==> src/rtl/aes_dec_pkg.sv <==
// Shared types and constants for the AES inverse-cipher control unit.
package aes_dec_pkg;

  typedef enum logic [2:0] {
    ST_IDLE   = 3'd0,
    ST_KEYEXP = 3'd1,
    ST_INIT   = 3'd2,
    ST_ROUND  = 3'd3,
    ST_FINAL  = 3'd4,
    ST_DONE   = 3'd5
  } state_t;

  // Round count for a given AES key length in bits; unknown sizes fall back to AES-128.
  function automatic int nr_for_key(input int key_bits);
    case (key_bits)
      192:     return 12;
      256:     return 14;
      default: return 10;
    endcase
  endfunction

  localparam int NR_DEFAULT = nr_for_key(128);
  localparam int AW_DEFAULT = 4;

endpackage

==> src/rtl/aes_dec_round_ctr.sv <==
// Loadable AW-bit up/down round counter with terminal-count flags.
module aes_dec_round_ctr #(
  parameter int AW = 4,
  parameter int NR = 10
) (
  input  logic          clk,
  input  logic          rst,
  input  logic          load,
  input  logic [AW-1:0] load_val,
  input  logic          en,
  input  logic          up,
  output logic [AW-1:0] count,
  output logic          at_nr,
  output logic          at_one
);

  logic [AW-1:0] count_reg;

  // Saturating at both ends so the count can never wrap.
  always_ff @(posedge clk) begin
    if (rst) begin
      count_reg <= '0;
    end else if (load) begin
      count_reg <= load_val;
    end else if (en) begin
      if (up && (count_reg != '1)) begin
        count_reg <= count_reg + 1'b1;
      end else if (!up && (count_reg != '0)) begin
        count_reg <= count_reg - 1'b1;
      end
    end
  end

  assign count  = count_reg;
  assign at_nr  = (count_reg == AW'(NR));
  assign at_one = (count_reg == AW'(1));

endmodule

==> src/rtl/aes_dec_cu.sv <==
// Moore control unit for the AES inverse cipher: key expansion, then rounds NR..0.
// Optional key reuse (skip KEYEXP when keys are already stored) under AES_DEC_KEY_CACHE_EN.
module aes_dec_cu
  import aes_dec_pkg::*;
#(
  parameter int NR = NR_DEFAULT,
  parameter int AW = AW_DEFAULT
) (
  input  logic          clk,
  input  logic          rst,
  input  logic          start,
`ifdef AES_DEC_KEY_CACHE_EN
  input  logic          new_key,
`endif
  output logic          busy,
  output logic          genk,
  output logic          key_we,
  output logic [AW-1:0] rk_addr,
  output logic          ld_state,
  output logic          dec,
  output logic          mix_en,
  output logic          done
);

  state_t        state_reg, state_next;
  logic          ctr_load;
  logic [AW-1:0] ctr_load_val;
  logic          ctr_en;
  logic          ctr_up;
  logic [AW-1:0] count;
  logic          at_nr;
  logic          at_one;
  logic          skip_kexp;

  aes_dec_round_ctr #(.AW(AW), .NR(NR)) u_ctr (
    .clk      (clk),
    .rst      (rst),
    .load     (ctr_load),
    .load_val (ctr_load_val),
    .en       (ctr_en),
    .up       (ctr_up),
    .count    (count),
    .at_nr    (at_nr),
    .at_one   (at_one)
  );

`ifdef AES_DEC_KEY_CACHE_EN
  logic keys_valid_reg;

  // Keys become reusable only once a full expansion has completed.
  always_ff @(posedge clk) begin
    if (rst) begin
      keys_valid_reg <= 1'b0;
    end else if ((state_reg == ST_KEYEXP) && at_nr) begin
      keys_valid_reg <= 1'b1;
    end
  end

  assign skip_kexp = keys_valid_reg && !new_key;
`else
  assign skip_kexp = 1'b0;
`endif

  always_ff @(posedge clk) begin
    if (rst) begin
      state_reg <= ST_IDLE;
    end else begin
      state_reg <= state_next;
    end
  end

  always_comb begin
    state_next   = state_reg;
    ctr_load     = 1'b0;
    ctr_load_val = '0;
    ctr_en       = 1'b0;
    ctr_up       = 1'b0;
    case (state_reg)
      ST_IDLE, ST_DONE: begin
        if (start) begin
          ctr_load = 1'b1;
          if (skip_kexp) begin
            state_next   = ST_INIT;
            ctr_load_val = AW'(NR);
          end else begin
            state_next   = ST_KEYEXP;
            ctr_load_val = AW'(1);
          end
        end else begin
          state_next = ST_IDLE;
        end
      end
      ST_KEYEXP: begin
        if (at_nr) begin
          state_next = ST_INIT;
        end else begin
          ctr_en = 1'b1;
          ctr_up = 1'b1;
        end
      end
      ST_INIT: begin
        state_next = ST_ROUND;
        ctr_en     = 1'b1;
      end
      ST_ROUND: begin
        // Decrementing out of 1 leaves the counter at 0 for the final round.
        ctr_en = 1'b1;
        if (at_one) begin
          state_next = ST_FINAL;
        end
      end
      ST_FINAL: begin
        state_next = ST_DONE;
      end
      default: begin
        state_next = ST_IDLE;
      end
    endcase
  end

  assign busy     = (state_reg != ST_IDLE) && (state_reg != ST_DONE);
  assign genk     = (state_reg == ST_KEYEXP);
  assign key_we   = (state_reg == ST_KEYEXP);
  assign ld_state = (state_reg == ST_INIT);
  assign dec      = (state_reg == ST_ROUND) || (state_reg == ST_FINAL);
  assign mix_en   = (state_reg == ST_ROUND);
  assign done     = (state_reg == ST_DONE);
  assign rk_addr  = busy ? count : '0;

endmodule

==> config.mk <==
export PLATFORM = sky130hd
export DESIGN_NAME = aes_dec_cu
export DESIGN_NICKNAME = d
export VERILOG_FILES = /design/src/rtl/aes_dec_pkg.sv /design/src/rtl/aes_dec_round_ctr.sv /design/src/rtl/aes_dec_cu.sv
export SDC_FILE = /design/constraint.sdc
export NUM_CORES = 1
export LEC_CHECK = 0
export CORE_UTILIZATION = 50
export DETAILED_ROUTE_END_ITERATION = 10
export DONT_BUFFER_PORTS = 1
export HOLD_SLACK_MARGIN = 0.06
export PLACE_DENSITY = 0.71
export SLEW_MARGIN = 20
export SYNTH_ARGS = -nofsm -noshare
export SYNTH_HDL_FRONTEND = slang
export SYNTH_SLANG_ARGS = --single-unit
==> constraint.sdc <==
create_clock -name clk -period 1.7 [get_ports clk]
set_input_delay 0.255 -clock clk [delete_from_list [all_inputs] [get_ports clk]]
set_output_delay 0.255 -clock clk [all_outputs]
set_load 0.02 [all_outputs]
# Word level (Yosys, flattened, before mapping)
# Cells that the tools add are included.
# classes
n_addsub,2
n_eq_ne,11
n_mux,16
n_reduce_logical,14
# op_table
op,n
$mux W4,5
$pmux W3 S5,1
$mux W1,7
$eq A3 B2 Y1 const B,2
$eq A3 B3 Y1 const B,2
$mux W3,2
$reduce_bool A3 Y1,2
$add A4 B1 Y4 const B,1
$eq A4 B1 Y1 const B,1
$eq A4 B4 Y1 const B,1
$ne A2 B1 Y1 const B,2
$ne A4 B4 Y1 const B,1
$reduce_and A2 Y1,2
$reduce_bool A4 Y1,1
$reduce_or A2 Y1,2
$sub A4 B1 Y4 const B,1
$eq A3 B1 Y1 const B,1
$logic_and A1 B1 Y1,3
$logic_not A3 Y1,1
$ne A3 B3 Y1 const B,1
$pmux W1 S2,1
$reduce_bool A2 Y1,1
$logic_not A1 Y1,1
$logic_or A1 B1 Y1,1
# totals
ff_bits,7
input_bits,3
out_inout_bits,11
elab_cells,45

# Logic depth before layout (Yosys ltp)
# Gate-level depths: netlist of run 1.
# depth
depth_word,9
mapped_depth,6
mapped_depth_nobuf,6

# Hierarchy
# From an unflattened synthesis of run 1, not the netlist that was laid out.
# hier_totals
cells_unflattened,92
hier_area_um2,713.2
# by_module_without_submodules
mod,n_inst,cells_per_inst,area_each_um2,seq_area_each_um2
aes_dec_round_ctr,1,54,402.9,80.1
aes_dec_cu,1,38,310.3,60.1

# Worst setup path before layout of run 1
# Ideal clock, no wire load.
# synth_timing
kind,register to register
startpoint,reg u_ctr.count_reg[0] (netlist: u_ctr.count[0])
endpoint,reg u_ctr.count_reg[0] (netlist: u_ctr.count[0])
setup_time_ns,0.130
arrival_time_ns,1.414
required_time_ns,1.570
slack_ns,0.156
path_stages_with_launch,7
path_buffers,0
synth_period_minus_slack_ns,1.544
path_cell_list,dfxtp_1 -> inv_1 -> ha_1 -> nand3b_1 -> and3_1 -> a2111oi_0 -> nor3_1
# synth_via
elab_chain_len,7
word_cells_on_any_way,18
classes_between,add/sub: 2; eq/ne: 2; mux: 7; reduce/logical: 7
# synth_lines
item,line,text
start: declaration,aes_dec_round_ctr.sv:17,logic [AW-1:0] count_reg;
start signal: assignment,aes_dec_round_ctr.sv:24,count_reg <= load_val;
start signal: assignment,aes_dec_round_ctr.sv:27,count_reg <= count_reg + 1'b1;
start signal: assignment,aes_dec_round_ctr.sv:29,count_reg <= count_reg - 1'b1;
"parallel branches: the longest is 7 deep, another holds $sub A4 B1 Y4",n/a,
# Several ways; the timed one is not identified. The select of a mux whose other input is x is not followed.
# A chain may end at the register's enable or synchronous reset.

# Final worst setup path of run 1
# layout_timing
startpoint,reg u_ctr.count_reg[1] (netlist: u_ctr.count[1])
endpoint,reg u_ctr.count_reg[3] (netlist: u_ctr.count[3])
# Same word-level chain as after synthesis.

==> summary.txt, run 1 <==
Critical path
  – Slowest cell on crit path: or4b_4
  – Worst Setup Start Kind: flop
  – R2R setup slack: 80 ps
  – Critical path depth in cells: 5
  – CP required: 1840 ps
  – Worst-path maximum fanout: 7
  – Critical path class: flop to flop
  – FF-to-FF Start: u_ctr.count[1]
  – CP peak stage delay: 500 ps
  – Crit end category: flop
  – Critical-path cell list: ha_1 -> or4b_4 -> o32a_2 -> o211ai_1 -> o21ai_0
  – Top delay family on crit path: simple AND/OR/NAND/NOR gates
  – Worst Path Buf+Inv: 0
  – Reg-to-Reg End: u_ctr.count[3]
  – CP arrival: 1770 ps
  – R2R depth: 5

Timing
  – Final hold vios: 0
  – Final setup viols: 0
  – Worst-Margin Slew: 547 ps
  – Pins over their slew limit: 0
  – Fmax achieved: 0.617 GHz
  – Clock skew: 3.22 ps
  – Final Critical Period: 1620 ps
  – Rel. slew slack: 0.634
  – TNS Setup: 0 ps
  – RSZ-0062 raised after global routing: false
  – Final worst path period share: 0.954

Synthesis
  – Syn Nets: 87
  – Async S/R FF share, synth: 0
  – Syn_area_per_cell: 8.15 sq um
  – Largest family of logic cells by synthesized area: simple AND/OR/NAND/NOR gates
  – Synth unique cells: 38
  – Mux contribution to synthesized area: 0.0461
  – Cells after synthesis: 80
  – Post-Synth Simple-Gate Area: 0.305
  – Flops & latches, synth: 7
  – Synthesized cell area: 652 sq um
  – Compound-gate portion of the synthesized area: 0.248
  – Main flop type after synthesis: dfxtp_1
  – Post-synthesis adder-cell area fraction: 0.0768
  – Yosys warning total: 0
  – Synth Area in XOR/XNOR: 0.0134
  – Post-synth EDFFs: 0
  – Register area share after synthesis: 0.215

Placed design
  – Placed cells: 102
  – Routability cong.: 0.941
  – DP Area: 731 sq um
  – IO buf count: 0
  – DP Wirelength: 1180 microns

Worst hold path
  – Min-Delay Path Class: input port to flop
  – Hold endpoint: state_reg[2]
  – Hold depth: 1
  – HP Start: rst

Floorplan
  – Core Area: 1160 sq um
  – Starting Density: 0.564
  – Chip width: 38.1 microns
  – Die Footprint: 1450 sq um
  – # IOs: 14
  – Chip height: 38.1 microns
  – # rows: 12

Finish
  – Final std cells w/o fill: 106
  – Synth-to-Final Area Change: 16.7%
  – Design Area, Final: 761 sq um
  – Layout cells sized above 1: 0.283
  – Antenna Cells: 0
  – Max FFs per register: 4
  – Highest-count cells in the layout ignoring fill and taps: buf_4, nor2_1, inv_1
  – Commonest non-fill, non-tap cell in the layout: buf_4
  – Nets: 100

GRT
  – Largest net degree at the start of global routing: 10
  – Gr ovfl total: 0
  – Vias in the first global route: 532
  – Initial antenna violation count: 0
  – First-pass GRT wire length: 2410 microns
  – Total global-route track usage: 0.246

Drt
  – DR vias: 667
  – Vias per Instance: 6.29
  – TritonRoute pass-1 iters: 4
  – Routed wire length: 1610 microns
  – Post-route antenna net violation count: 0
  – # DRC: 0
  – Routed len/inst: 15.2 microns
  – DR iter-0 viols: 38

Clock network
  – CTS tree: done
  – CTS root buf: clkbuf_4
  – Inserted Clock Buffers: 3
  – # H-tree levels: 1
  – Deepest clock path buffer count: 2
  – Postcts setup bufs: 0
  – Worst-skew pair later-pin latency: 260 ps
  – Clk sinks: 7
  – Clock transition at path regs: 60 ps

Pwr
  – Peak VDD IR: 0.620 mV
  – Pwr/cell area: 1270 nW/um^2
  – Clock share of power: 0.172
  – P_leak: 0.306 nW
  – Switching share of power: 0.454
  – Sw Pwr: 0.440 mW
  – Logic pwr share: 0.561
  – Sequential power share: 0.267
  – Int Pwr: 0.528 mW

Run
  – MaxCap Viol Count: 0

Outcome
  – Outcome: complete, no violations
cells in the mapped netlist (2+ instances only):
cell	number	share of area
buf_4	2	0.023
o211ai_1	2	0.023
buf_2	2	0.015
a31oi_1	2	0.019
nand4_1	3	0.029
inv_1	7	0.040
dfxtp_1	7	0.21
o21ai_0	3	0.023
nand2b_1	2	0.019
a2111oi_0	2	0.027
nor2_1	8	0.046
ha_1	4	0.077
mux2i_1	3	0.046
nand3_1	3	0.023
a21oi_1	4	0.031
nand3b_1	2	0.023
and3_1	2	0.019
nand2_1	2	0.012
how the worst max path moves through the flow:
stage	from	endpoint	slack (ps)
after floorplan	u_ctr.count[0]	u_ctr.count[0]	160
after global routing	u_ctr.count[0]	u_ctr.count[2]	8
after detailed placement	u_ctr.count[1]	u_ctr.count[3]	80
final	u_ctr.count[1]	u_ctr.count[3]	80
after CTS	state_reg[0]	rk_addr[2]	9
after global placement	u_ctr.count[1]	u_ctr.count[3]	120
repair_timing:
item,4_1_cts,5_1_grt
hold buffers,0,0
gates resized for setup,1,3
endpoints found under the setup margin,1,6
stage by stage:
step / power (mW) / setup WS, ps / hold slack [ps] / util
5_1_grt: 1.03 / 8.18 / 61.1 / 0.658
3_3_place_gp: 0.779 / 116 / 334 / 0.632
4_1_cts: 0.954 / 9.40 / 64.8 / 0.656
6_report: 0.968 / 78.0 / 63.2 / 0.658
3_5_place_dp: 0.787 / 82.7 / 335 / 0.632
2_1_floorplan: 0.659 / 156 / 324 / -
power groups by stage:
stage / Clock, mW / Sequential, mW / Combinational, mW
global placement: 0 / 0.256 / 0.523
finish: 0.166 / 0.259 / 0.543
global route: 0.175 / 0.262 / 0.594
floorplan: 0 / 0.230 / 0.429
detailed placement: 0 / 0.258 / 0.529
CTS: 0.165 / 0.256 / 0.533
cells by family (layout without fill, tap and decap cells):
logic type,count (synthesis),count (layout)
xor+xnor,1,1
compound gates,21,21
buf+inv,12,24
flops,7,7
fa+ha+maj,4,4
mux,3,3
simple gates,32,32
worst reg2reg max path: stages (launching register included):
cell and delay, ps:
dfxtp_2 360, ha_1 220, or4b_4 500, o32a_2 200, o211ai_1 110, o21ai_0 110
layout make-up:
cell class                      count  area (sq um)
Sequential cell                     7           143
Fill cell                         104           395
Clock buffer                        4          26.3
Timing Repair Buffer               13          97.6
Multi-Input combinational cell     61           450
Inverter                            7          26.3
Tap cell                           14          17.5
layer usage:
layer  up-vias  track usage  part of all wire
met2        39        0.356              0.45
met5         -            0                 0
met4         0        0.107             0.011
met3         3       0.0523             0.092
met1       309        0.344              0.45
li1        316            -                 -
Power figures use the tool's default switching activity.
==> inputs of run 2 (changes only) <==
--- a/config.mk
+++ b/config.mk
@@ -6,8 +6,10 @@
 export NUM_CORES = 1
 export LEC_CHECK = 0
 export CORE_UTILIZATION = 50
+export CTS_BUF_LIST = sky130_fd_sc_hd__clkbuf_4
 export DETAILED_ROUTE_END_ITERATION = 10
 export DONT_BUFFER_PORTS = 1
+export GPL_TIMING_DRIVEN = 0
 export HOLD_SLACK_MARGIN = 0.06
 export PLACE_DENSITY = 0.71
 export SLEW_MARGIN = 20
==> run 2 against run 1 <==
Compared with the run above:
- clock power down 4%
- fmax down 2.5%
- critical path depth down 2
- utilization up 1.2 points
- final cell count down 2.8%
- clock skew up 3.6 ps
- count of clock-buffer cells in the layout down 1
- setup slack worse by 41 ps
- total power up 2.6%
- via count down 3.3%
- register-to-register slack worse by 30 ps
- flip-flop and latch count unchanged
- largest cell class unchanged
==> summary.txt, run 2 (synthesized netlist as in run 1, its figures left out) <==
GRT
  – Total global-route track usage: 0.259 (+0.0137)
  – First-pass GRT wire length: 2480 microns (+3.2%)
  – Gr ovfl total: 0 (unchanged)
  – Largest net degree at the start of global routing: 12 (+2)
  – Vias in the first global route: 537 (+0.94%)
  – Initial antenna violation count: 0 (unchanged)

Pwr
  – Pwr/cell area: 1280 nW/um^2 (+0.80%)
  – P_leak: 0.293 nW (-4.3%)
  – Peak VDD IR: 0.899 mV (+45%)

Drt
  – Routed wire length: 1610 microns (+0.12%)
  – Vias per Instance: 6.26 (-0.48%)
  – # DRC: 0 (unchanged)
  – TritonRoute pass-1 iters: 4 (unchanged)
  – DR vias: 645 (-3.3%)
  – DR iter-0 viols: 34 (-11%)
  – Post-route antenna net violation count: 0 (unchanged)
  – Routed len/inst: 15.6 microns (+3.0%)

Placed design
  – Routability cong.: 0.830 (-12%)
  – DP Wirelength: 1070 microns (-9.7%)
  – IO buf count: 0 (unchanged)

Timing
  – Clock skew: 6.79 ps (+3.57 ps)
  – Fmax achieved: 0.601 GHz (-2.5%)
  – Worst-Margin Slew: 516 ps (-30.9 ps)
  – RSZ-0062 raised after global routing: true
  – Final hold vios: 0 (unchanged)
  – Final setup viols: 0 (unchanged)
  – Final Critical Period: 1660 ps (+41.4 ps)
  – Final worst path period share: 0.978 (+0.0244)
  – TNS Setup: 0 ps (unchanged)
  – Tightest hold margin: 72.7 ps (+9.49 ps)
  – Rel. slew slack: 0.656 (+0.0219)
  – Pins over their slew limit: 0 (unchanged)

Finish
  – Commonest non-fill, non-tap cell in the layout: inv_1
  – Layout cells sized above 1: 0.393 (+0.111)
  – Nets: 97 (-3.0%)
  – Antenna Cells: 0 (unchanged)
  – Final core occ: 0.670 (+0.0119)
  – Synth-to-Final Area Change: 18.8%
  – Max FFs per register: 4 (unchanged)
  – Highest-count cells in the layout ignoring fill and taps: inv_1, nor2_1, a21oi_1

Floorplan
  – Starting Density: 0.564 (unchanged)
  – # rows: 12 (unchanged)
  – Die Footprint: 1450 sq um (unchanged)
  – Core Area: 1160 sq um (unchanged)
  – Chip width: 38.1 microns (unchanged)
  – # IOs: 14 (unchanged)
  – Chip height: 38.1 microns (unchanged)

Critical path
  – R2R setup slack: 50 ps (-30 ps)
  – Critical path class: flop to primary output
  – Crit end category: primary output
  – CP required: 1440 ps (-400 ps)
  – Worst Setup Start Kind: flop
  – CP arrival: 1410 ps (-360 ps)
  – Worst-path maximum fanout: 11 (+4)

Clock network
  – # H-tree levels: 1 (unchanged)
  – Deepest clock path buffer count: 2 (unchanged)
  – Worst-skew pair later-pin latency: 270 ps (about the same)
  – Clk sinks: 7 (unchanged)
  – Clock transition at path regs: 60 ps (about the same)
  – CTS tree: done
  – CTS root buf: clkbuf_4
  – Inserted Clock Buffers: 3 (unchanged)

Outcome
  – Outcome: complete, no violations

Worst hold path
  – Min-Delay Path Class: input port to flop

Run
  – MaxCap Viol Count: 0 (unchanged)
## run 2: report_power, final
| part | switching [mW] | internal (mW) |
|---|---|---|
| logic | 0.332 | 0.245 |
| clock network | 0.0736 | 0.0866 |
| registers | 0.0503 | 0.205 |
| total | 0.456 | 0.537 |
## run 2: repair_timing
action | in CTS | in global routing
hold buffers | 1 | 0
endpoints found under the setup margin | 9 | 9
resized for setup | 5 | 13
buffers inserted | 0 | 2
hold endpoints to repair | 3 | 0
pin swaps | 0 | 2
gates cloned | 1 | 1
## run 2: path summary, 6_finish.rpt
| kind | from | to | depth (start not counted) |
|---|---|---|---|
| min | rst | state_reg[1] | 1 |
| min reg2reg | u_ctr.count[1] | u_ctr.count[1] | 2 |
| max reg2reg | u_ctr.count[0] | u_ctr.count[3] | 5 |
| max | state_reg[2] | key_we | 3 |
## run 2: routing by layer
| layer | global-route usage | vias up | part of all wire |
|---|---|---|---|
| met1 | 0.318 | 293 | 0.44 |
| met4 | 0.107 | 0 | 0.012 |
| li1 | - | 312 | - |
| met2 | 0.394 | 35 | 0.46 |
| met5 | 0 | - | 0 |
| met3 | 0.110 | 5 | 0.083 |
## run 2: area by class of cell
type	instances	area [sq um]
plain buffers	5	40.0
clock buffers	3	22.5
clock inverters	1	5.00
fillers	106	382
inverters	7	26.3
multi-input cells	62	485
flip-flops and latches	7	148
well taps	14	17.5
repair buffers	4	30.0
## run 2: metrics by stage
| stage | power (mW) | cell area, sq um | std cells | setup WS [ps] |
|---|---|---|---|---|
| final | 0.993 | 774 | 103 | 36.6 |
| after global routing | 1.06 | 774 | 103 | -34.7 |
| after CTS | 0.924 | 727 | 100 | -22.2 |
| after detailed placement | 0.741 | 669 | 94 | -54.2 |
| after global placement | 0.734 | 669 | 94 | -60.7 |
| after floorplan | 0.659 | 652 | 80 | 156 |
## run 2: critical path, cell delays in order (launching register included)
cell and delay [ps]:
dfxtp_1 310, buf_6 140, nor3b_4 460, buf_4 240
==> inputs of run 3 (changes only) <==
--- a/config.mk
+++ b/config.mk
@@ -5,6 +5,7 @@
 export SDC_FILE = /design/constraint.sdc
 export NUM_CORES = 1
 export LEC_CHECK = 0
+export CAP_MARGIN = 20
 export CORE_UTILIZATION = 50
 export CTS_BUF_LIST = sky130_fd_sc_hd__clkbuf_4
 export DETAILED_ROUTE_END_ITERATION = 10
==> results of run 3 <==
The final DEF is identical to that of run 2; final timing and power are the same.
